### config.mk
export PLATFORM = sky130hd
export DESIGN_NAME = imem_loader
export DESIGN_NICKNAME = d
export VERILOG_FILES = /design/src/rtl/loader_pkg.sv /design/src/rtl/imem_loader_checker.sv /design/src/rtl/word_assembler.sv /design/src/rtl/imem_loader.sv
export SDC_FILE = /design/constraint.sdc
export NUM_CORES = 1
export LEC_CHECK = 0
export CAP_MARGIN = 25
export CORE_MARGIN = 2
export CORE_UTILIZATION = 55
export DETAILED_ROUTE_END_ITERATION = 8
export PLACE_DENSITY = 0.81
export SETUP_SLACK_MARGIN = 0.2
export SYNTH_ARGS = -nofsm -noshare
export SYNTH_HDL_FRONTEND = slang
export SYNTH_HIERARCHICAL = 1
export SYNTH_SLANG_ARGS = --single-unit
export TNS_END_PERCENT = 100
### constraint.sdc
create_clock -name clk -period 2.65 [get_ports clk]
set_input_delay 0.3975 -clock clk [delete_from_list [all_inputs] [get_ports clk]]
set_output_delay 0.3975 -clock clk [all_outputs]
set_load 0.01 [all_outputs]
### src/rtl/loader_pkg.sv
// Shared types, constants and checksum helpers for the instruction-memory boot loader.
package loader_pkg;

    localparam int LEN_W = 16;
    localparam int LANES = 4;
    localparam logic [1:0] LAST_LANE = 2'(LANES - 1);

    typedef enum logic [2:0] {
        IDLE   = 3'd0,
        LEN_LO = 3'd1,
        LEN_HI = 3'd2,
        DATA   = 3'd3,
        CSUM   = 3'd4,
        DONE   = 3'd5,
        ERR    = 3'd6
    } state_t;

    function automatic logic [7:0] csum_update(input logic [7:0] acc, input logic [7:0] data);
        return acc ^ data;
    endfunction

    // A frame may fill the memory exactly but never exceed it, so the address can never wrap.
    function automatic logic len_oversize(input logic [LEN_W-1:0] len, input int addr_w);
        logic [31:0] cap;
        cap = 32'd1 << addr_w;
        return {{(32-LEN_W){1'b0}}, len} > cap;
    endfunction

    function automatic logic [LEN_W+1:0] payload_bytes(input logic [LEN_W-1:0] len);
        return {len, 2'b00};
    endfunction

endpackage

### src/rtl/imem_loader_checker.sv
// Invariants of the loader's output interface, kept apart from the datapath.
module imem_loader_checker (
    input logic clk,
    input logic rst,
    input logic in_ready,
    input logic busy,
    input logic imem_wr_en,
    input logic core_rst_n,
    input logic done,
    input logic error
);

    a_ready_busy: assert property (@(posedge clk) disable iff (rst) in_ready == busy);

    a_done_xor_error: assert property (@(posedge clk) disable iff (rst) !(done && error));

    a_core_released_only_when_done: assert property (@(posedge clk) disable iff (rst)
        core_rst_n == done);

    // Each word takes four bytes, so write strobes can never be back to back.
    a_wr_single_cycle: assert property (@(posedge clk) disable iff (rst)
        imem_wr_en |=> !imem_wr_en);

endmodule

### src/rtl/word_assembler.sv
// Collects four stream bytes into a little-endian 32-bit word and emits a one-cycle
// registered word_valid pulse together with the completed word.
module word_assembler
    import loader_pkg::*;
(
    input  logic        clk,
    input  logic        rst,
    input  logic        clr,
    input  logic        byte_valid,
    input  logic [7:0]  byte_data,
    output logic        word_valid,
    output logic [31:0] word_data
);

    logic [31:0] shift_r;
    logic [1:0]  lane_r;
    logic        word_valid_r;
    logic [31:0] word_data_r;
    logic [31:0] shift_next_s;

    // New bytes enter at the top, so after four shifts lane k sits in bits [8k+7:8k].
    assign shift_next_s = {byte_data, shift_r[31:8]};

    // Lane counter, shift register and registered word strobe.
    always_ff @(posedge clk) begin
        if (rst) begin
            shift_r      <= 32'd0;
            lane_r       <= 2'd0;
            word_valid_r <= 1'b0;
            word_data_r  <= 32'd0;
        end else if (clr) begin
            shift_r      <= 32'd0;
            lane_r       <= 2'd0;
            word_valid_r <= 1'b0;
        end else if (byte_valid) begin
            shift_r <= shift_next_s;
            if (lane_r == LAST_LANE) begin
                lane_r       <= 2'd0;
                word_valid_r <= 1'b1;
                word_data_r  <= shift_next_s;
            end else begin
                lane_r       <= lane_r + 2'd1;
                word_valid_r <= 1'b0;
            end
        end else begin
            word_valid_r <= 1'b0;
        end
    end

    assign word_valid = word_valid_r;
    assign word_data  = word_data_r;

endmodule

### src/rtl/imem_loader.sv
// Boot loader: frames a byte stream as LEN_LO, LEN_HI, payload, CSUM, writes the payload
// words into instruction memory and releases the core only after the checksum matches.
module imem_loader
    import loader_pkg::*;
#(
    parameter int ADDR_W = 8
) (
    input  logic              clk,
    input  logic              rst,
    input  logic              start,
    input  logic              in_valid,
    input  logic [7:0]        in_data,
    output logic              in_ready,
    output logic              imem_wr_en,
    output logic [ADDR_W-1:0] imem_wr_addr,
    output logic [31:0]       imem_wr_data,
    output logic              core_rst_n,
    output logic              busy,
    output logic              done,
    output logic              error
);

    localparam logic [ADDR_W-1:0]  ADDR_ONE = ADDR_W'(1);
    localparam logic [LEN_W+1:0]   CNT_ONE  = (LEN_W + 2)'(1);

    state_t              state_r;
    logic                in_ready_r;
    logic                busy_r;
    logic                done_r;
    logic                error_r;
    logic                core_rst_n_r;
    logic [7:0]          len_lo_r;
    logic [7:0]          xor_r;
    logic [LEN_W+1:0]    cnt_r;
    logic [ADDR_W-1:0]   addr_r;

    logic                accept_s;
    logic                launch_s;
    logic                data_byte_s;
    logic                word_valid_s;
    logic [31:0]         word_data_s;
    logic [LEN_W-1:0]    len_s;

    assign accept_s    = in_valid && in_ready_r;
    assign launch_s    = start && ((state_r == IDLE) || (state_r == DONE) || (state_r == ERR));
    assign data_byte_s = accept_s && (state_r == DATA);
    assign len_s       = {in_data, len_lo_r};

    word_assembler u_asm (
        .clk        (clk),
        .rst        (rst),
        .clr        (launch_s),
        .byte_valid (data_byte_s),
        .byte_data  (in_data),
        .word_valid (word_valid_s),
        .word_data  (word_data_s)
    );

    // Frame FSM with its registered handshake/status outputs, length counter, XOR and address.
    always_ff @(posedge clk) begin
        if (rst) begin
            state_r      <= IDLE;
            in_ready_r   <= 1'b0;
            busy_r       <= 1'b0;
            done_r       <= 1'b0;
            error_r      <= 1'b0;
            core_rst_n_r <= 1'b0;
            len_lo_r     <= 8'd0;
            xor_r        <= 8'd0;
            cnt_r        <= {(LEN_W + 2){1'b0}};
            addr_r       <= {ADDR_W{1'b0}};
        end else begin
            if (word_valid_s) begin
                addr_r <= addr_r + ADDR_ONE;
            end
            case (state_r)
                IDLE, DONE, ERR: begin
                    if (launch_s) begin
                        state_r      <= LEN_LO;
                        in_ready_r   <= 1'b1;
                        busy_r       <= 1'b1;
                        done_r       <= 1'b0;
                        error_r      <= 1'b0;
                        core_rst_n_r <= 1'b0;
                        len_lo_r     <= 8'd0;
                        xor_r        <= 8'd0;
                        cnt_r        <= {(LEN_W + 2){1'b0}};
                        addr_r       <= {ADDR_W{1'b0}};
                    end
                end
                LEN_LO: begin
                    if (accept_s) begin
                        len_lo_r <= in_data;
                        xor_r    <= csum_update(xor_r, in_data);
                        state_r  <= LEN_HI;
                    end
                end
                LEN_HI: begin
                    if (accept_s) begin
                        xor_r <= csum_update(xor_r, in_data);
                        if (len_oversize(len_s, ADDR_W)) begin
                            state_r    <= ERR;
                            in_ready_r <= 1'b0;
                            busy_r     <= 1'b0;
                            error_r    <= 1'b1;
                        end else if (len_s == {LEN_W{1'b0}}) begin
                            state_r <= CSUM;
                        end else begin
                            state_r <= DATA;
                            cnt_r   <= payload_bytes(len_s);
                        end
                    end
                end
                DATA: begin
                    if (accept_s) begin
                        xor_r <= csum_update(xor_r, in_data);
                        cnt_r <= cnt_r - CNT_ONE;
                        if (cnt_r == CNT_ONE) begin
                            state_r <= CSUM;
                        end
                    end
                end
                CSUM: begin
                    if (accept_s) begin
                        in_ready_r <= 1'b0;
                        busy_r     <= 1'b0;
                        if (in_data == xor_r) begin
                            state_r      <= DONE;
                            done_r       <= 1'b1;
                            core_rst_n_r <= 1'b1;
                        end else begin
                            state_r <= ERR;
                            error_r <= 1'b1;
                        end
                    end
                end
                default: begin
                    state_r      <= IDLE;
                    in_ready_r   <= 1'b0;
                    busy_r       <= 1'b0;
                    done_r       <= 1'b0;
                    error_r      <= 1'b0;
                    core_rst_n_r <= 1'b0;
                end
            endcase
        end
    end

    assign in_ready     = in_ready_r;
    assign busy         = busy_r;
    assign done         = done_r;
    assign error        = error_r;
    assign core_rst_n   = core_rst_n_r;
    assign imem_wr_en   = word_valid_s;
    assign imem_wr_addr = addr_r;
    assign imem_wr_data = word_data_s;

    imem_loader_checker u_chk (
        .clk        (clk),
        .rst        (rst),
        .in_ready   (in_ready_r),
        .busy       (busy_r),
        .imem_wr_en (word_valid_s),
        .core_rst_n (core_rst_n_r),
        .done       (done_r),
        .error      (error_r)
    );

endmodule
==> run_summary.xml, run 1 <==
<?xml version="1.0" encoding="UTF-8"?>
<metrics>
  <group name="floorplan">
    <metric name="starting_density" unit="%">56.44</metric>
    <metric name="die_width" unit="um">101.4</metric>
    <metric name="die_area" unit="um2">10280</metric>
    <metric name="die_h" unit="um">101.4</metric>
    <metric name="row_count" unit="">35</metric>
    <metric name="ios" unit="">58</metric>
    <metric name="core_area" unit="um2">9240</metric>
  </group>
  <group name="setup_path">
    <metric name="crit_path_end_kind" unit="">flip-flop</metric>
    <metric name="worst_reg_to_reg_path_cell_count" unit="">6</metric>
    <metric name="critical-path-max-stage-delay" unit="ns">0.52</metric>
    <metric name="path_buf_inv" unit="">2</metric>
    <metric name="cp_data_required_time" unit="ns">2.93</metric>
    <metric name="cp-startpoint" unit="">state_r[2]</metric>
    <metric name="timing.rr.end" unit="">u_asm/lane_r[0]</metric>
    <metric name="crit_fanout" unit="">23</metric>
    <metric name="timing_worst_setup_path_type" unit="">reg2reg</metric>
    <metric name="arrival" unit="ns">2.55</metric>
    <metric name="critical_path_s_slowest_cell" unit="">dfxtp_1</metric>
    <metric name="timing.critical_path.cells" unit="">and3b_1 &gt; nand2_1 &gt; inv_1 &gt; buf_4 &gt; or3b_1 &gt; a21oi_1</metric>
    <metric name="reg2reg_slack" unit="ns">0.38</metric>
    <metric name="cpLargestDelayFamily" unit="">simple AND/OR/NAND/NOR gates</metric>
    <metric name="worstSetupPathDepth" unit="">6</metric>
    <metric name="timing_endpoint_of_the_critical_path" unit="">u_asm/lane_r[0]</metric>
    <metric name="worstSetupStartpointType" unit="">flip-flop</metric>
    <metric name="worstReg2RegStart" unit="">state_r[2]</metric>
  </group>
  <group name="synthesis">
    <metric name="async_set_reset_flop_share_out_of_synthesis" unit="%">0</metric>
    <metric name="postSynthRegisterBits" unit="">107</metric>
    <metric name="synthesis.yosys.warnings" unit="">6</metric>
    <metric name="syn_nets" unit="">606</metric>
    <metric name="synth.lib_cells_used.distinct" unit="">59</metric>
    <metric name="synth_edf_count" unit="">0</metric>
    <metric name="syn_area" unit="um2">5215</metric>
    <metric name="ys.flop_type" unit="">dfxtp_1</metric>
    <metric name="seq_total_area_yosys" unit="%">41.07</metric>
    <metric name="netlist_instances" unit="">590</metric>
    <metric name="syn_area_per_cell" unit="um2">8.839</metric>
  </group>
  <group name="timing">
    <metric name="f_max" unit="MHz">441.0</metric>
    <metric name="final_period_minus_worst_setup_slack" unit="ns">2.267</metric>
    <metric name="fin_crit_sh" unit="%">85.56</metric>
    <metric name="finClkSkew" unit="ns">0.01378</metric>
    <metric name="setup_viol_count_final" unit="">0</metric>
    <metric name="setup-tns-final" unit="ns">0</metric>
    <metric name="max_slew.worst_pin.slew" unit="ns">0.6777</metric>
    <metric name="grt_setup_unrepaired" unit="">no</metric>
    <metric name="timing_hold_violations_final" unit="">0</metric>
    <metric name="drv_slew" unit="">0</metric>
    <metric name="worst_slew_margin_rel" unit="%">54.40</metric>
  </group>
  <group name="clock_tree">
    <metric name="hold_buffers" unit="">0</metric>
    <metric name="cts_root_buf" unit="">clkbuf_8</metric>
    <metric name="cts_tree" unit="">yes</metric>
    <metric name="clock_insertion_delay_worst_skew" unit="ns">0.36</metric>
    <metric name="cts_buffers" unit="">9</metric>
    <metric name="htreeDepth" unit="">3</metric>
    <metric name="worst_setup_hold_path_clk_slew" unit="ns">0.10</metric>
    <metric name="cts_sinks" unit="">107</metric>
    <metric name="cts-root-to-sink-buffers" unit="">2</metric>
  </group>
  <group name="layout">
    <metric name="flow.area_growth_from_synthesis" unit="%">17.01</metric>
    <metric name="num-nets-final" unit="">656</metric>
    <metric name="antenna_cells_inserted" unit="">0</metric>
    <metric name="utilization" unit="%">66.04</metric>
    <metric name="drive_above_1_share" unit="%">7.143</metric>
  </group>
  <group name="run_status">
    <metric name="status" unit="">finished, final reports clean</metric>
  </group>
  <group name="placed_design">
    <metric name="port_buffers" unit="">57</metric>
    <metric name="dp.final_hpwl" unit="um">8398</metric>
    <metric name="gp_routability_congestion" unit="">0.9015</metric>
  </group>
  <group name="route">
    <metric name="route.detailed.drc" unit="">0</metric>
    <metric name="firstDrtPassIters" unit="">5</metric>
    <metric name="drt_iter0_markers" unit="">306</metric>
    <metric name="antenna_violating_nets_post_route" unit="">0</metric>
    <metric name="post_drt_wl_per_cell" unit="um">15.29</metric>
    <metric name="route.detailed.vias_per_inst" unit="">5.757</metric>
    <metric name="route.vias.total" unit="">4450</metric>
    <metric name="totalWireLength" unit="um">11820</metric>
  </group>
  <group name="hold_path">
    <metric name="hold_path_startpoint" unit="">rst</metric>
    <metric name="min_delay_path_class" unit="">in2reg</metric>
  </group>
  <group name="pwr">
    <metric name="p_leak" unit="nW">1.998</metric>
    <metric name="sequentialPowerShare" unit="%">46.1</metric>
    <metric name="design_power_total" unit="W">0.003813</metric>
    <metric name="combPwrFrac" unit="%">29.0</metric>
    <metric name="power_switching" unit="W">0.001374</metric>
    <metric name="max-vdd-ir-drop" unit="mV">0.4453</metric>
    <metric name="power_density" unit="nW/um2">624.9</metric>
    <metric name="power.internal" unit="W">0.002439</metric>
    <metric name="sw_frac_of_total" unit="%">36.04</metric>
    <metric name="share_clk_of_total_power" unit="%">24.9</metric>
  </group>
  <group name="grt">
    <metric name="grt_antenna_before_repair" unit="">0</metric>
    <metric name="grt_overflow_total" unit="">0</metric>
    <metric name="grt_util_all_layers" unit="%">23.81</metric>
    <metric name="largest_net_degree_at_the_start_of_global_routing" unit="">92</metric>
    <metric name="grt_pass1_wl" unit="um">19840</metric>
    <metric name="first_global_vias" unit="">4227</metric>
  </group>
  <group name="run">
    <metric name="drv_cap" unit="">0</metric>
  </group>
</metrics>
==> power by group through the flow <==
stage	Combinational, W	Sequential [W]	Clock [W]
2_1_floorplan	0.000797	0.00174	0
3_3_place_gp	0.00105	0.00179	0
3_5_place_dp	0.00108	0.00179	0
4_1_cts	0.00109	0.00175	0.000964
5_1_grt	0.00120	0.00177	0.00102
6_report	0.00111	0.00176	0.000949
==> routing by layer <==
metal	share of wire, %	track usage, %	vias up
met5	0	0	-
met1	45	31.05	2140
met4	1.9	8.524	0
met2	50	40.86	116
met3	3.5	2.692	23
li1	-	-	2171
==> final cells by class <==
class / count / area (um2)
repair buffers: 77 / 740.7
clock buffers: 10 / 137.6
well taps: 129 / 161.4
flip-flops and latches: 107 / 2143
multi-input cells: 431 / 2820
inverters: 14 / 52.55
fillers: 763 / 3138
clock inverters: 5 / 46.29
==> worst min-delay path by stage <==
| stage | end | slack [ns] | cells after the start |
|---|---|---|---|
| 2_1_floorplan | cnt_r[17] | 0.44 | 2 |
| 3_3_place_gp | cnt_r[17] | 0.45 | 2 |
| 3_5_place_dp | u_asm/word_data[5] | 0.46 | 2 |
| 4_1_cts | cnt_r[12] | 0.38 | 2 |
| 5_1_grt | cnt_r[14] | 0.41 | 2 |
| 6_report | cnt_r[17] | 0.40 | 2 |
==> cells in the mapped netlist, types with 12 or more instances <==
cell type  instances  area share (%)
a21oi_1           25             2.4
clkbuf_1          23             1.7
nand2b_1          69             8.3
nand2_1           25             1.8
xor2_1            12             2.0
inv_1             13            0.94
mux2i_1           63              12
o21ai_0           19             1.8
nor2_1            73             5.3
nand3_1           24             2.3
o31ai_1           13             1.9
dfxtp_1          107              41
==> kinds of logic after synthesis <==
logic type,share of synthesized area (%)
AO/OA/AOI/OAI,12.72
multiplexers,12.09
XOR/XNOR,2.687
adder cells (fa/ha/maj),1.152
buffers and inverters,4.870
flip-flops,41.07
AND/OR/NAND/NOR,25.41
==> placed cells by master (no fill, tap or decap), types with 3 or more instances in the layout <==
cell             count
nor2b_1              7
nand4_1              5
dfxtp_1            106
nor2_1              73
xnor2_1              4
nor3_1              10
inv_1               13
nor4_1               6
clkbuf_8            10
xor2_1              12
o21ai_0             19
or4_1                3
nand3_1             24
mux2i_1             63
o311ai_1             5
a31oi_1              7
o31ai_1             13
buf_4               18
ha_1                 4
nor3b_1              3
a32o_1               3
a22oi_1              8
nand2_1             25
clkdlybuf4s50_1     56
a21oi_1             25
nand2b_1            69
a311oi_1             5
==> what timing repair did <==
item / 4_1_cts / 5_1_grt
endpoints found under the setup margin: 0 / 17
resized for setup: 0 / 2
buffers inserted: 0 / 0
==> per-stage QoR <==
stage          instances  cell area, um2  worst slack (ns)  hold slack [ns]
3_3_place_gp         758            5917            0.1153           0.4547
6_report             773            6102            0.3826           0.3982
3_5_place_dp         758            5917           0.07447           0.4633
4_1_cts              773            6101            0.3560           0.3787
2_1_floorplan        590            5215            0.6937           0.4438
5_1_grt              773            6102            0.2582           0.4079
==> state kept, by name, indices dropped and copies added (netlist names) <==
signal	flops
busy	1
cnt_r	18
core_rst_n	1
error	1
imem_wr_addr	8
len_lo_r	8
state_r	3
u_asm/lane_r	2
u_asm/shift_r	24
u_asm/word_data	32
u_asm/word_valid	1
xor_r	8
Note: power is estimated with default switching activity, not from simulation.
==> inputs of run 2 (changes only) <==
==> constraint.sdc (replaced) <==
create_clock -name clk -period 2.65 [get_ports clk]
set_input_delay 0.265 -clock clk [delete_from_list [all_inputs] [get_ports clk]]
set_output_delay 0.265 -clock clk [all_outputs]
set_load 0.01 [all_outputs]
==> run_summary.xml, run 2 (same netlist as run 1, synthesis figures left out) <==
<?xml version="1.0" encoding="UTF-8"?>
<metrics>
  <group name="setup_path">
    <metric name="arrival" unit="ns">2.53</metric>
    <metric name="worstSetupStartpointType" unit="">flip-flop</metric>
    <metric name="critical-path-max-stage-delay" unit="ns">0.75</metric>
    <metric name="crit_fanout" unit="">23</metric>
    <metric name="crit_path_end_kind" unit="">flip-flop</metric>
    <metric name="critical_path_s_slowest_cell" unit="">dfxtp_1</metric>
    <metric name="cp_data_required_time" unit="ns">2.93</metric>
    <metric name="timing_worst_setup_path_type" unit="">reg2reg</metric>
    <metric name="timing.critical_path.cells" unit="">and4b_1 &gt; a31oi_1 &gt; buf_4 &gt; o21ai_0 &gt; nand2_1 &gt; o31ai_1</metric>
  </group>
  <group name="clock_tree">
    <metric name="clock_insertion_delay_worst_skew" unit="ns">0.39</metric>
    <metric name="cts_sinks" unit="">107</metric>
    <metric name="hold_buffers" unit="">0</metric>
    <metric name="cts_root_buf" unit="">clkbuf_8</metric>
    <metric name="post-cts-setup-buffers" unit="">0</metric>
    <metric name="htreeDepth" unit="">3</metric>
    <metric name="cts_tree" unit="">yes</metric>
    <metric name="cts_buffers" unit="">9</metric>
    <metric name="worst_setup_hold_path_clk_slew" unit="ns">0.12</metric>
    <metric name="cts-root-to-sink-buffers" unit="">2</metric>
  </group>
  <group name="floorplan">
    <metric name="die_h" unit="um">101.4</metric>
    <metric name="ios" unit="">58</metric>
    <metric name="core_area" unit="um2">9240</metric>
    <metric name="row_count" unit="">35</metric>
    <metric name="die_area" unit="um2">10280</metric>
    <metric name="die_width" unit="um">101.4</metric>
    <metric name="starting_density" unit="%">56.44</metric>
  </group>
  <group name="run">
    <metric name="drv_cap" unit="">0</metric>
  </group>
  <group name="route">
    <metric name="met3RoutedLength" unit="um">589</metric>
    <metric name="route.vias.total" unit="">4460</metric>
    <metric name="totalWireLength" unit="um">11940</metric>
    <metric name="met2WireLength" unit="um">5888</metric>
    <metric name="route.detailed.vias_per_inst" unit="">5.762</metric>
    <metric name="highest_metal_used" unit="">met4</metric>
    <metric name="firstDrtPassIters" unit="">5</metric>
    <metric name="antenna_violating_nets_post_route" unit="">0</metric>
    <metric name="post_drt_wl_per_cell" unit="um">15.42</metric>
    <metric name="route.detailed.drc" unit="">0</metric>
    <metric name="drt_iter0_markers" unit="">232</metric>
    <metric name="met1_length" unit="um">5299</metric>
  </group>
  <group name="pwr">
    <metric name="power.internal" unit="W">0.002460</metric>
    <metric name="p_leak" unit="nW">2.014</metric>
    <metric name="combPwrFrac" unit="%">28.1</metric>
    <metric name="sw_frac_of_total" unit="%">37.31</metric>
    <metric name="power_switching" unit="W">0.001464</metric>
    <metric name="power_density" unit="nW/um2">639.5</metric>
    <metric name="max-vdd-ir-drop" unit="mV">0.5970</metric>
    <metric name="sequentialPowerShare" unit="%">45.1</metric>
    <metric name="share_clk_of_total_power" unit="%">26.8</metric>
    <metric name="design_power_total" unit="W">0.003924</metric>
  </group>
  <group name="layout">
    <metric name="num-nets-final" unit="">656</metric>
    <metric name="mostFrequentLayoutCell" unit="">dfxtp_1</metric>
    <metric name="largest_reg_flops" unit="">32</metric>
    <metric name="antenna_cells_inserted" unit="">0</metric>
    <metric name="flow.area_growth_from_synthesis" unit="%">17.66</metric>
    <metric name="drive_above_1_share" unit="%">7.287</metric>
    <metric name="most_frequent_cells_in_the_layout" unit="">106 x dfxtp_1, 73 x nor2_1, 69 x nand2b_1</metric>
  </group>
  <group name="grt">
    <metric name="grt_pass1_wl" unit="um">20110</metric>
    <metric name="largest_net_degree_at_the_start_of_global_routing" unit="">67</metric>
    <metric name="grt_util_all_layers" unit="%">24.34</metric>
    <metric name="grt_antenna_before_repair" unit="">0</metric>
    <metric name="grt_overflow_total" unit="">0</metric>
    <metric name="first_global_vias" unit="">4239</metric>
  </group>
  <group name="timing">
    <metric name="timing_hold_violations_final" unit="">0</metric>
    <metric name="setup-tns-final" unit="ns">0</metric>
    <metric name="f_max" unit="MHz">445.7</metric>
    <metric name="finClkSkew" unit="ns">0.02379</metric>
    <metric name="grt_setup_unrepaired" unit="">no</metric>
    <metric name="final_period_minus_worst_setup_slack" unit="ns">2.243</metric>
    <metric name="max_slew.worst_pin.slew" unit="ns">0.6310</metric>
    <metric name="worst_slew_margin_rel" unit="%">57.55</metric>
    <metric name="drv_slew" unit="">0</metric>
    <metric name="fin_crit_sh" unit="%">84.66</metric>
    <metric name="setup_viol_count_final" unit="">0</metric>
  </group>
  <group name="placed_design">
    <metric name="gp_routability_congestion" unit="">0.9327</metric>
    <metric name="dp.final_hpwl" unit="um">8403</metric>
    <metric name="port_buffers" unit="">57</metric>
  </group>
  <group name="hold_path">
    <metric name="min_delay_path_class" unit="">in2reg</metric>
  </group>
  <group name="run_status">
    <metric name="status" unit="">finished, final reports clean</metric>
  </group>
</metrics>
-- run 2: power groups by stage --
stage | Combinational, W | Clock, W | Sequential (W)
floorplan | 0.000797 | 0 | 0.00174
global placement | 0.00105 | 0 | 0.00179
detailed placement | 0.00108 | 0 | 0.00180
CTS | 0.00109 | 0.00107 | 0.00176
global route | 0.00121 | 0.00114 | 0.00178
finish | 0.00110 | 0.00105 | 0.00177
-- run 2: worst max-delay path, delay by kind of cell (launching register included) --
family / cells / cell delay [ns]
and+or+nand+nor: 2 / 0.59
buffers and inverters: 1 / 0.19
AOI/OAI and AO/OA: 3 / 0.61
DFF: 1 / 0.75
-- run 2: timing repair --
item                                   CTS  global route
setup endpoints to repair                0            21
endpoints found under the hold margin    0             0
gates resized for setup                  0             2
-- run 2: routing by layer --
metal | track usage (%) | vias up
met4 | 8.212 | 0
met2 | 42.08 | 140
li1 | - | 2169
met1 | 31.53 | 2138
met3 | 2.968 | 13
met5 | 0 | -
-- run 2: cell type report --
class / instances / area [um2]
Clock inverter: 7 / 93.84
Clock buffer: 9 / 123.9
Tap cell: 129 / 161.4
Multi-Input combinational cell: 431 / 2820
Timing Repair Buffer: 77 / 740.7
Inverter: 14 / 52.55
Fill cell: 784 / 3104
Sequential cell: 107 / 2143
-- run 2: path summary, 6_finish.rpt --
kind,slack (ns),start,depth (start not counted),end
setup / recovery,0.41,state_r[2],6,cnt_r[9]
hold / removal,0.40,rst,3,xor_r[2]
setup reg to reg,0.41,state_r[2],6,cnt_r[9]
hold reg to reg,0.47,cnt_r[17],2,cnt_r[17]
-- run 2: per-stage QoR --
stage / utilization [%] / instances / area [um2] / hold slack, ns / worst slack, ns
global route: 66.40 / 774 / 6136 / 0.4193 / 0.2768
detailed placement: 64.04 / 758 / 5917 / 0.4571 / 0.1548
floorplan: - / 590 / 5215 / 0.4010 / 0.8071
global placement: 64.04 / 758 / 5917 / 0.4548 / 0.2143
finish: 66.40 / 774 / 6136 / 0.3992 / 0.4066
CTS: 66.39 / 774 / 6135 / 0.3875 / 0.3547
==> inputs of run 3 (changes only) <==
- CORE_UTILIZATION: 55 -> 51
- PLACE_DENSITY: 0.81 -> 0.79
- clock period: 2.65 -> 1.8 ns (I/O delays scaled with it)
==> run_summary.xml, run 3 (same netlist as run 1, synthesis figures left out) <==
<?xml version="1.0" encoding="UTF-8"?>
<metrics>
  <group name="run_status">
    <metric name="status" unit="">finished with violations</metric>
    <metric name="failing_checks" unit="">negative setup slack</metric>
  </group>
  <group name="clock_tree">
    <metric name="cts_sinks" unit="">107</metric>
    <metric name="cts_root_buf" unit="">clkbuf_8</metric>
    <metric name="worst_setup_hold_path_clk_slew" unit="ns">0.12</metric>
    <metric name="cts-root-to-sink-buffers" unit="">2</metric>
    <metric name="cts_buffers" unit="">9</metric>
    <metric name="hold_buffers" unit="">0</metric>
    <metric name="clock_insertion_delay_worst_skew" unit="ns">0.39</metric>
    <metric name="htreeDepth" unit="">3</metric>
    <metric name="cts_tree" unit="">yes</metric>
  </group>
  <group name="layout">
    <metric name="layout.filler_cells" unit="">656</metric>
    <metric name="most_frequent_cells_in_the_layout" unit="">98 x dfxtp_1, 72 x buf_4, 67 x nand2b_1</metric>
    <metric name="num-nets-final" unit="">728</metric>
    <metric name="drive_above_1_share" unit="%">28.73</metric>
    <metric name="mostFrequentLayoutCell" unit="">dfxtp_1</metric>
    <metric name="area.sequential" unit="um2">2158</metric>
    <metric name="postLayoutCellArea" unit="um2">7254</metric>
    <metric name="utilization" unit="%">73.54</metric>
    <metric name="antenna_cells_inserted" unit="">0</metric>
    <metric name="flow.area_growth_from_synthesis" unit="%">39.11</metric>
    <metric name="largest_reg_flops" unit="">32</metric>
    <metric name="multi_input_comb_area" unit="um2">3254</metric>
  </group>
  <group name="route">
    <metric name="antenna_violating_nets_post_route" unit="">0</metric>
    <metric name="route.detailed.vias_per_inst" unit="">5.821</metric>
    <metric name="totalWireLength" unit="um">14950</metric>
    <metric name="route.detailed.drc" unit="">0</metric>
    <metric name="drt_iter0_markers" unit="">319</metric>
    <metric name="post_drt_wl_per_cell" unit="um">17.58</metric>
    <metric name="route.vias.total" unit="">4948</metric>
    <metric name="firstDrtPassIters" unit="">5</metric>
  </group>
  <group name="setup_path">
    <metric name="timing_endpoint_of_the_critical_path" unit="">cnt_r[7]</metric>
    <metric name="timing_worst_setup_path_type" unit="">reg2reg</metric>
    <metric name="crit_fanout" unit="">11</metric>
    <metric name="worstReg2RegStart" unit="">len_lo_r[5]</metric>
    <metric name="crit_path_end_kind" unit="">flip-flop</metric>
    <metric name="worst_reg_to_reg_path_cell_count" unit="">7</metric>
    <metric name="worstSetupStartpointType" unit="">flip-flop</metric>
    <metric name="timing.rr.end" unit="">cnt_r[7]</metric>
    <metric name="reg2reg_slack" unit="ns">-0.08</metric>
    <metric name="arrival" unit="ns">2.14</metric>
    <metric name="cp_data_required_time" unit="ns">2.06</metric>
    <metric name="cp-startpoint" unit="">len_lo_r[5]</metric>
  </group>
  <group name="placed_design">
    <metric name="gp_routability_congestion" unit="">0.8462</metric>
    <metric name="post_dp_area" unit="um2">6385</metric>
    <metric name="port_buffers" unit="">57</metric>
    <metric name="dp.final_hpwl" unit="um">8983</metric>
  </group>
  <group name="floorplan">
    <metric name="starting_density" unit="%">52.87</metric>
    <metric name="die_area" unit="um2">11050</metric>
    <metric name="die_h" unit="um">105.1</metric>
    <metric name="die_width" unit="um">105.1</metric>
    <metric name="core_area" unit="um2">9864</metric>
    <metric name="row_count" unit="">36</metric>
    <metric name="ios" unit="">58</metric>
  </group>
  <group name="timing">
    <metric name="timing_hold_violations_final" unit="">0</metric>
    <metric name="final_period_minus_worst_setup_slack" unit="ns">1.881</metric>
    <metric name="grt_setup_unrepaired" unit="">yes</metric>
    <metric name="f_max" unit="MHz">531.8</metric>
    <metric name="max_slew.worst_pin.slew" unit="ns">0.5019</metric>
    <metric name="worst_slew_margin_rel" unit="%">66.28</metric>
    <metric name="setup_viol_count_final" unit="">19</metric>
    <metric name="worst_slack" unit="ns">-0.08051</metric>
    <metric name="drv_slew" unit="">0</metric>
    <metric name="fin_crit_sh" unit="%">104.5</metric>
    <metric name="finClkSkew" unit="ns">0.02099</metric>
  </group>
  <group name="pwr">
    <metric name="share_clk_of_total_power" unit="%">22.8</metric>
    <metric name="sequentialPowerShare" unit="%">38.1</metric>
    <metric name="power_density" unit="nW/um2">919.6</metric>
    <metric name="power.internal" unit="W">0.004107</metric>
    <metric name="p_leak" unit="nW">2.482</metric>
    <metric name="power_switching" unit="W">0.002564</metric>
    <metric name="max-vdd-ir-drop" unit="mV">0.9670</metric>
    <metric name="sw_frac_of_total" unit="%">38.43</metric>
    <metric name="combPwrFrac" unit="%">39.1</metric>
  </group>
  <group name="grt">
    <metric name="first_global_vias" unit="">4901</metric>
    <metric name="largest_net_degree_at_the_start_of_global_routing" unit="">88</metric>
    <metric name="grt_antenna_before_repair" unit="">0</metric>
    <metric name="grt_pass1_wl" unit="um">23250</metric>
    <metric name="grt_overflow_total" unit="">0</metric>
    <metric name="grt_util_all_layers" unit="%">25.95</metric>
  </group>
  <group name="hold_path">
    <metric name="min_delay_path_class" unit="">in2reg</metric>
  </group>
  <group name="run">
    <metric name="drv_cap" unit="">0</metric>
  </group>
</metrics>
==> run 3: cell types whose count changed in the layout (fill, tap and decap cells not counted), sizes merged <==
cell and delta:
clkinv -2, dlygate4sd2 +4, buf +72, clkinvlp +2, clkdlybuf4s50 -4
==> run 3: cell type report <==
type                            count  area share (%)
Timing Repair Buffer              149           19.58
Clock inverter                      7           1.087
Sequential cell                   107           29.75
Clock buffer                        9           1.707
Inverter                           14          0.7244
Tap cell                          133           2.294
Multi-Input combinational cell    431           44.86
==> run 3: repair_timing <==
| item | in CTS | in global routing |
|---|---|---|
| setup buffers | 11 | 3 |
| gates resized for setup | 52 | 74 |
| endpoints found under the setup margin | 92 | 98 |
| cloned | 2 | 0 |
| pin swaps | 23 | 15 |
==> run 3: layer usage <==
metal | track usage (%) | vias up | part of all wire (%)
li1 | - | 2318 | -
met1 | 31.53 | 2361 | 40
met2 | 44.71 | 211 | 51
met3 | 5.614 | 58 | 5.7
met4 | 10.00 | 0 | 3.4
met5 | 0 | - | 0
==> run 3: stage by stage <==
| stage | std cells | setup slack (ns) | hold WS, ns | setup TNS, ns | total power, W |
|---|---|---|---|---|---|
| floorplan | 590 | 0.04795 | 0.3160 | 0 | 0.003764 |
| detailed placement | 818 | -0.5204 | 0.4670 | -21.92 | 0.004557 |
| CTS | 847 | -0.07007 | 0.2873 | -0.9012 | 0.006278 |
| global route | 850 | -0.1500 | 0.3061 | -3.450 | 0.006956 |
| finish | 850 | -0.08051 | 0.3009 | -0.4526 | 0.006671 |
| global placement | 818 | -0.4897 | 0.4536 | -20.36 | 0.004507 |
==> run 3: worst min path at each step <==
stage	startpoint	to	slack [ns]	depth (start not counted)
after floorplan	in_data[1]	len_lo_r[1]	0.32	2
after global placement	cnt_r[17]	cnt_r[17]	0.45	2
after detailed placement	u_asm/word_data[23]	u_asm/word_data[23]	0.47	2
after CTS	rst	xor_r[6]	0.29	3
after global routing	rst	xor_r[0]	0.31	3
final	rst	xor_r[6]	0.30	3
==> run 3: worst max-delay path, cell delays in order, from the launching register on <==
cell      delay [ns]
dfxtp_1         0.34
nor4_2          0.27
buf_4           0.17
a21bo_2         0.19
a311oi_2        0.13
buf_6           0.20
o311ai_2        0.31
o31ai_1         0.14
==> run 3: power groups by stage <==
stage / registers, W / clock network (W) / logic, W
floorplan: 0.00257 / 0 / 0.00120
global placement: 0.00256 / 0 / 0.00195
detailed placement: 0.00257 / 0 / 0.00199
CTS: 0.00254 / 0.00152 / 0.00222
global route: 0.00255 / 0.00163 / 0.00277
finish: 0.00254 / 0.00152 / 0.00261
